## config.mk

```make
export PLATFORM = sky130hd
export DESIGN_NAME = focus_metric
export DESIGN_NICKNAME = d
export VERILOG_FILES = /design/src/rtl/focus_pkg.sv /design/src/rtl/vga_pixel_counter.sv /design/src/rtl/focus_metric.sv
export SDC_FILE = /design/constraint.sdc
export NUM_CORES = 1
export LEC_CHECK = 0
export ABC_AREA = 1
export CAP_MARGIN = 20
export CELL_PAD_IN_SITES_DETAIL_PLACEMENT = 1
export CELL_PAD_IN_SITES_GLOBAL_PLACEMENT = 1
export CORE_MARGIN = 3
export CORE_UTILIZATION = 41
export CTS_CLUSTER_DIAMETER = 40
export DETAILED_ROUTE_END_ITERATION = 6
export MAX_ROUTING_LAYER = met4
export PLACE_DENSITY = 0.89
export SLEW_MARGIN = 20
export SYNTH_ARGS = -nofsm -noshare
export SYNTH_HDL_FRONTEND = slang
export SYNTH_SLANG_ARGS = --single-unit
export TNS_END_PERCENT = 5
```

## constraint.sdc

```tcl
create_clock -name VGA_CLK -period 3.78 [get_ports VGA_CLK]
set_input_delay 0.756 -clock VGA_CLK [delete_from_list [all_inputs] [get_ports VGA_CLK]]
set_output_delay 0.756 -clock VGA_CLK [all_outputs]
set_load 0.02 [all_outputs]
```

## src/rtl/focus_pkg.sv

```systemverilog
// Shared types, widths and helpers for the focus metric block.
package focus_pkg;

   // Frame tracking states: wait for a clean frame start, idle in vertical blank, accumulate.
   typedef enum logic [1:0] {
      SYNC_WAIT = 2'd0,
      VBLANK    = 2'd1,
      ACTIVE    = 2'd2
   } fm_state_t;

   localparam int X_W   = 11;
   localparam int Y_W   = 10;
   localparam int CNT_W = 20;

   // Unsigned add clamped to max_v. Callers zero-extend narrower operands to 32 bits.
   function automatic logic [31:0] sat_add(input logic [31:0] a,
                                           input logic [31:0] b,
                                           input logic [31:0] max_v);
      logic [32:0] sum_v;
      sum_v = {1'b0, a} + {1'b0, b};
      if (sum_v > {1'b0, max_v}) begin
         sat_add = max_v;
      end else begin
         sat_add = sum_v[31:0];
      end
   endfunction

endpackage

```

## src/rtl/vga_pixel_counter.sv

```systemverilog
// Recovers pixel column/row from the blanking and vsync strobes of the VGA stream.
import focus_pkg::*;

module vga_pixel_counter (
   input  logic           VGA_CLK,
   input  logic           reset,
   input  logic           iVGA_VS,
   input  logic           iVGA_BLANK_N,
   output logic [X_W-1:0] x,
   output logic [Y_W-1:0] y
);

   localparam logic [X_W-1:0] X_MAX = '1;
   localparam logic [Y_W-1:0] Y_MAX = '1;

   logic blank_q_r;

   // Column counts active cycles of the line; row advances at the end of each active line.
   always_ff @(posedge VGA_CLK) begin
      if (reset) begin
         x         <= '0;
         y         <= '0;
         blank_q_r <= 1'b0;
      end else begin
         blank_q_r <= iVGA_BLANK_N;

         if (!iVGA_BLANK_N) begin
            x <= '0;
         end else if (x != X_MAX) begin
            x <= x + X_W'(1);
         end else begin
            x <= x;
         end

         if (!iVGA_VS) begin
            y <= '0;
         end else if (blank_q_r && !iVGA_BLANK_N && (y != Y_MAX)) begin
            y <= y + Y_W'(1);
         end else begin
            y <= y;
         end
      end
   end

endmodule

```

## src/rtl/focus_metric.sv

```systemverilog
// Per-frame edge-energy sharpness score over a region of interest, with peak hold.
import focus_pkg::*;

module focus_metric #(
   parameter int unsigned WIDTH  = 800,
   parameter int unsigned HEIGHT = 480,
   parameter int unsigned ROI_X0 = 200,
   parameter int unsigned ROI_Y0 = 120,
   parameter int unsigned ROI_W  = 400,
   parameter int unsigned ROI_H  = 240,
   parameter int unsigned THRESH = 16,
   parameter int unsigned ACC_W  = 32
) (
   input  logic             VGA_CLK,
   input  logic             reset,
   input  logic             iVGA_HS,
   input  logic             iVGA_VS,
   input  logic             iVGA_BLANK_N,
   input  logic [7:0]       edge_in,
   input  logic             clear_peak,
   output logic [ACC_W-1:0] oScore,
   output logic [19:0]      oEdge_count,
   output logic             oScore_valid,
   output logic [ACC_W-1:0] oPeak,
   output logic             oImproved
);

   localparam logic [31:0] ACC_MAX = (ACC_W >= 32) ? 32'hFFFF_FFFF : ((32'd1 << ACC_W) - 32'd1);
   localparam logic [31:0] CNT_MAX = (32'd1 << CNT_W) - 32'd1;

   logic [X_W-1:0]   x_s;
   logic [Y_W-1:0]   y_s;
   fm_state_t        state_r;
   logic             vs_q_r;
   logic [ACC_W-1:0] acc_r;
   logic [CNT_W-1:0] cnt_r;

   logic             vs_fall_s;
   logic             in_roi_s;
   logic             qualify_s;
   logic [31:0]      acc_sum_s;
   logic [31:0]      cnt_sum_s;
   logic [ACC_W-1:0] peak_base_s;
   logic             improve_s;
   logic             unused_s;

   vga_pixel_counter u_pos (
      .VGA_CLK      (VGA_CLK),
      .reset        (reset),
      .iVGA_VS      (iVGA_VS),
      .iVGA_BLANK_N (iVGA_BLANK_N),
      .x            (x_s),
      .y            (y_s)
   );

   // hsync only travels alongside the pixel stream; saturated-sum upper bits are don't-care.
   assign unused_s = ^{iVGA_HS, acc_sum_s, cnt_sum_s};

   assign vs_fall_s = vs_q_r & ~iVGA_VS;
   assign acc_sum_s = sat_add(32'(acc_r), 32'(edge_in), ACC_MAX);
   assign cnt_sum_s = sat_add(32'(cnt_r), 32'd1, CNT_MAX);

   // ROI window test, clipped to the active picture, plus the noise-floor threshold.
   always_comb begin
      in_roi_s  = 1'b0;
      qualify_s = 1'b0;
      if ((32'(x_s) >= ROI_X0) && (32'(x_s) < (ROI_X0 + ROI_W)) && (32'(x_s) < WIDTH) &&
          (32'(y_s) >= ROI_Y0) && (32'(y_s) < (ROI_Y0 + ROI_H)) && (32'(y_s) < HEIGHT)) begin
         in_roi_s = 1'b1;
      end else begin
         in_roi_s = 1'b0;
      end
      if ((state_r == ACTIVE) && iVGA_BLANK_N && in_roi_s && (32'(edge_in) >= THRESH)) begin
         qualify_s = 1'b1;
      end else begin
         qualify_s = 1'b0;
      end
   end

   // A clear in the publish cycle takes effect before the improvement compare.
   always_comb begin
      peak_base_s = oPeak;
      if (clear_peak) begin
         peak_base_s = '0;
      end else begin
         peak_base_s = oPeak;
      end
      improve_s = (acc_r > peak_base_s);
   end

   // Frame FSM, accumulators, publish registers and peak hold.
   always_ff @(posedge VGA_CLK) begin
      if (reset) begin
         state_r      <= SYNC_WAIT;
         vs_q_r       <= 1'b0;
         acc_r        <= '0;
         cnt_r        <= '0;
         oScore       <= '0;
         oEdge_count  <= 20'd0;
         oScore_valid <= 1'b0;
         oPeak        <= '0;
         oImproved    <= 1'b0;
      end else begin
         vs_q_r       <= iVGA_VS;
         oScore_valid <= 1'b0;
         oImproved    <= 1'b0;
         oPeak        <= peak_base_s;

         case (state_r)
            SYNC_WAIT: begin
               acc_r <= '0;
               cnt_r <= '0;
               if (!iVGA_VS) begin
                  state_r <= VBLANK;
               end else begin
                  state_r <= SYNC_WAIT;
               end
            end
            VBLANK: begin
               acc_r <= '0;
               cnt_r <= '0;
               if (iVGA_VS) begin
                  state_r <= ACTIVE;
               end else begin
                  state_r <= VBLANK;
               end
            end
            ACTIVE: begin
               if (vs_fall_s) begin
                  oScore       <= acc_r;
                  oEdge_count  <= cnt_r;
                  oScore_valid <= 1'b1;
                  acc_r        <= '0;
                  cnt_r        <= '0;
                  state_r      <= VBLANK;
                  if (improve_s) begin
                     oPeak     <= acc_r;
                     oImproved <= 1'b1;
                  end else begin
                     oPeak     <= peak_base_s;
                     oImproved <= 1'b0;
                  end
               end else begin
                  state_r <= ACTIVE;
                  if (qualify_s) begin
                     acc_r <= acc_sum_s[ACC_W-1:0];
                     cnt_r <= cnt_sum_s[CNT_W-1:0];
                  end else begin
                     acc_r <= acc_r;
                     cnt_r <= cnt_r;
                  end
               end
            end
            default: begin
               state_r <= SYNC_WAIT;
               acc_r   <= '0;
               cnt_r   <= '0;
            end
         endcase
      end
   end

endmodule
```

Word level (Yosys, flattened, before mapping)
Cells that the tools add are included.
Cells by class
  shift operators: 0
  $mul: 0
  $add $sub $neg: 4
  equal/unequal tests: 4
  mux-type cells: 14
  reduce and logical (&&, ||, !) cells: 18
  div/mod/pow operators: 0
  $lt $le $gt $ge: 10
  bitwise gates (word level): 5
Operators by type and width (count)
  $mux W32: 5
  $add A32 B8 Y33: 1
  $gt A33 B32 Y1 const B: 1
  $gt A32 B32 Y1: 1
  $lt A11 B10 Y1 const B: 2
  $add A20 B1 Y21 const B: 1
  $gt A21 B20 Y1 const B: 1
  $lt A10 B9 Y1 const B: 2
  $mux W20: 1
  $add A11 B1 Y11 const B: 1
  $ge A11 B8 Y1 const B: 1
  $ne A11 B11 Y1 const B: 1
  $add A10 B1 Y10 const B: 1
  $ge A10 B7 Y1 const B: 1
  $logic_and A1 B1 Y1: 10
  $ne A10 B10 Y1 const B: 1
  $ge A8 B5 Y1 const B: 1
  $pmux W2 S3: 1
  $reduce_or A2 Y1: 3
  $reduce_or A3 Y1: 2
  $mux W1: 5
  $mux W2: 2
  $not A1 Y1: 4
  $eq A2 B1 Y1 const B: 1
  other kinds (5): 5
Storage, ports and cells
  memories: 0
  register bits: 163
  bits in read-only memories: 0
  latch bits: 0
  RAM bits: 0

Longest topological paths before layout
  depth in word-level cells: 10
  gate-level depth with buffers: 17
  mapped depth without buffers: 16

Modules after synthesis
A second synthesis with hierarchy kept.
Second synthesis, totals
  cells, all modules: 1313
  area, all modules: 9052.4 um2
Modules (own cells, without submodules)
  focus_metric: sequential area each 2822.7 um2, instances 1, cells each 1141, area an instance 7897.6 um2
  vga_pixel_counter: sequential area each 440.4 um2, instances 1, cells each 172, area an instance 1154.9 um2

Worst setup path before layout
OpenSTA, ideal clock, no wires.
  kind: in2reg
  from: input port clear_peak
  to: register oPeak[25]
  cell stages on the path: 14
  path slack: 895 ps
  data arrival time: 2773 ps
  path buffers: 3
  cell sequence: inv_1 -> clkbuf_1 -> nand2_1 -> ha_1 -> nand2_1 -> nor4_1 -> and3b_1 -> nand2_1 -> nand2_1 -> nand2_1 -> buf_2 -> buf_6 -> nor2_1 -> nor2_1
On the way
  longest elaborated chain between the ends: 5
RTL lines
  start, declared: RTL line focus_metric.sv:20  | input logic clear_peak,
  $mux W32 (*): RTL line focus_metric.sv:83  | if (clear_peak) begin
  $gt A32 B32 Y1: RTL line focus_metric.sv:88  | improve_s = (acc_r > peak_base_s);
  $mux W32: RTL line focus_metric.sv:136  | if (improve_s) begin
  $mux W32: RTL line focus_metric.sv:129  | if (vs_fall_s) begin
  $mux W32 (*): RTL line focus_metric.sv:109  | case (state_r)
  end signal, assigned: RTL line focus_metric.sv:107  | oPeak <= peak_base_s;
  end signal, assigned: RTL line focus_metric.sv:137  | oPeak <= acc_r;
  end signal, assigned: RTL line focus_metric.sv:140  | oPeak <= peak_base_s;
  end, declared: RTL line focus_metric.sv:24  | output logic [ACC_W-1:0] oPeak,
Every way passes the cells marked *; elsewhere a longest branch is shown, timed or not.
A chain may end at the register's enable or synchronous reset.

Final worst setup path
  from: input port clear_peak
  to: register oPeak[0]
Same word-level chain as after synthesis.

==> out/metrics.cfg <==
[synthesis]
synth-seq-cells=163
ys_warn_count=0
synth_edf_count=0
synth-async-reset-ratio=0
netlist_instances=1246
netlist_area_mm2=0.008680
syn_nets=1307
synth.avg_cell_area_um2=6.966
ys_seq_area_frac=0.3760
synthDistinctLibCells=41
synthFlopType=dfxtp_1

[die]
row_count=52
die-area_mm2=0.02295
start_util=0.4235
die_w_um=151.5
core_area_mm2=0.02049
die_height_um=151.5
pin_count=100

[hold_path]
min_path_type=register to register

[sta]
tightest_slew_ps=894.0
max_freq_mhz=302.7
setup_tns_ps=0
slew_headroom=0.4023
finalHoldViolations=0
rsz0062_at_grt=no
skew_ps=12.77
report.final.slew_viol_count=0
post-route-period-util=0.8741
setup_violations=0
layout_min_cycle_time_ps=3304

[placed_design]
gp_congestion=0.9114
io_buffer_count=98
dp_hpwl_um=19440

[power]
p_per_area_mw_per_mm2=341.2
p_leak_uw=0.004468
vdd_drop_max_v=0.0003174

[grt]
grt_pass1_vias=9070
grt_max_degree=91
gr-total-overflow=0
antenna_found_initial=0
grtUsageTotal=0.2483
grt_pass1_wl_um=44420

[drt]
wirelength_um=26950
ant_nets=0
viasPerCell=5.347
drc=0
vias=8603
dr.first_iter.drc_count=514
first_pass_iters=7
wl_per_cell_um=16.75

[setup_path]
critical_path_class=primary input to register
cp.required_ps=4130
path_max_fanout=18
slowest_stage=clkdlybuf4s50_1
arrival_ps=3650
cp-start-kind=primary input
end_kind=register
crit_path_cell_trace=clkdlybuf4s50_1 -> inv_1 -> buf_4 -> nand2_1 -> ha_1 -> nand4_1 -> nor2_1 -> nand3_1 -> nor3_1 -> a31oi_2 -> nand2_1 -> buf_4 -> o21ai_0 -> nor2_1
cpPeakStageDelay_ps=430

[run]
drv_cap=0

[final_layout]
finalNetCount=1389
diodes=0
finalCoreUtilization=0.5111
fillCellCount=2654
area_growth_pct=20.67
drive_gt1_frac=0.05601

[run_status]
status=finished, final reports clean

[cts]
cts_resized=0
postCtsSetupRepairBufs=0
tritoncts=built
clk_path_buf_depth=2
cts_root_buf=clkbuf_16
hold_buffers=0
clk-insertion-delay-late_ps=440
cts_made_buffers=17
h-tree-depth=4
cts.sinks=163
clk_pin_slew_ps=60

-- logic make-up (layout without fill, tap and decap cells) --
family                     count (synthesis)  count (layout)  synth area share
buffers and inverters                    191             284           0.08577
adders and majority gates                 47              47           0.06862
xor gates and xnor gates                  36              36           0.03633
DFF                                      163             163            0.3760
and+or+nand+nor                          539             539            0.2655
AOI/OAI and AO/OA                        270             270            0.1678
-- area by class of cell --
class | instances | area, um2 | area share
Inverter | 142 | 533.0 | 0.05089
Sequential cell | 163 | 3263 | 0.3116
Clock buffer | 21 | 470.5 | 0.04492
Tap cell | 270 | 337.8 | 0.03225
Clock inverter | 9 | 106.4 | 0.01015
Timing Repair Buffer | 112 | 1086 | 0.1037
Multi-Input combinational cell | 892 | 4677 | 0.4465
-- Yosys cell counts, types with 7 or more instances --
master,instances,share of area
ha_1,46,0.066
dfxtp_1,163,0.38
nand2_1,242,0.10
a21oi_1,118,0.068
xor2_1,30,0.030
clkbuf_1,37,0.016
nor2_2,8,0.0058
o211ai_1,7,0.0061
a31oi_1,9,0.0065
buf_2,9,0.0052
o21ai_0,108,0.062
nand4_1,22,0.016
nor3_1,20,0.012
nand3_1,59,0.034
a21boi_0,15,0.013
inv_1,136,0.059
nor2_1,166,0.072
-- where the power goes --
| group | switching, uW | total, uW | internal [uW] |
|---|---|---|---|
| combinational | 68.4 | 106 | 37.8 |
| sequential | 5.04 | 1730 | 1730 |
| clock | 721 | 1740 | 1010 |
| total | 794 | 3570 | 2780 |
-- flip-flops by register name, summed over array words and instances (netlist names) --
register / count
oScore: 32
cnt_r: 20
oImproved: 1
u_pos.blank_q_r: 1
vs_q_r: 1
oPeak: 32
acc_r: 32
oScore_valid: 1
state_r: 2
u_pos.x: 11
oEdge_count: 20
u_pos.y: 10
-- path summary, 6_finish.rpt --
check	start	to	slack (ps)	cells past startpoint
setup / recovery	clear_peak	oPeak[0]	480	14
hold / removal	state_r[0]	state_r[1]	480	2
setup reg to reg	acc_r[0]	acc_r[16]	1120	12
hold reg to reg	state_r[0]	state_r[1]	480	2
-- layout by cell type, fill, tap and decap left out, types with 2 or more instances in the layout --
| cell | count |
|---|---|
| o21a_1 | 2 |
| dfxtp_1 | 163 |
| nor3_2 | 2 |
| a21boi_0 | 15 |
| a31oi_1 | 9 |
| a21oi_1 | 118 |
| inv_1 | 135 |
| o21ai_0 | 108 |
| buf_4 | 14 |
| o21bai_1 | 2 |
| o21ai_2 | 3 |
| nor3_1 | 19 |
| clkbuf_8 | 3 |
| nor2_2 | 8 |
| nand3_1 | 59 |
| nor2_1 | 166 |
| bufinv_16 | 2 |
| xor2_1 | 30 |
| clkbuf_16 | 17 |
| nand3_2 | 4 |
| nor4_1 | 6 |
| clkdlybuf4s50_1 | 98 |
| nor2_4 | 3 |
| inv_2 | 7 |
| ha_1 | 46 |
| xnor2_1 | 6 |
| clkinvlp_4 | 3 |
| clkinv_2 | 3 |
| nand4_1 | 22 |
| nand2_2 | 2 |
| o211ai_1 | 7 |
| o21ai_1 | 2 |
| nand2_1 | 242 |
-- per-layer routing --
layer  vias to the layer above  GRT usage  share of wire
met2                       148     0.4294           0.50
met5                         -          -              0
met3                        49    0.04045          0.035
li1                       4234          -              -
met4                         0    0.08805          0.024
met1                      4172     0.2929           0.44
-- through the flow --
stage / power (uW) / std cells / hold slack (ps) / instance area, um2 / worst slack (ps)
floorplan: 1827 / 1246 / 450.6 / 8680 / 894.6
finish: 3573 / 1609 / 482.2 / 10470 / 476.1
detailed placement: 1875 / 1579 / 478.6 / 9897 / 7.136
CTS: 3595 / 1609 / 483.8 / 10470 / 453.4
global route: 3679 / 1609 / 514.0 / 10470 / 214.7
global placement: 1871 / 1579 / 462.1 / 9897 / 217.2
-- worst max-delay path, delay by kind of cell --
kind | cells | cell delay [ps]
buf+inv | 4 | 1190
simple gates | 7 | 1060
fa+ha+maj | 1 | 330
compound gates | 2 | 300
Note: power is estimated with default switching activity, not from simulation.
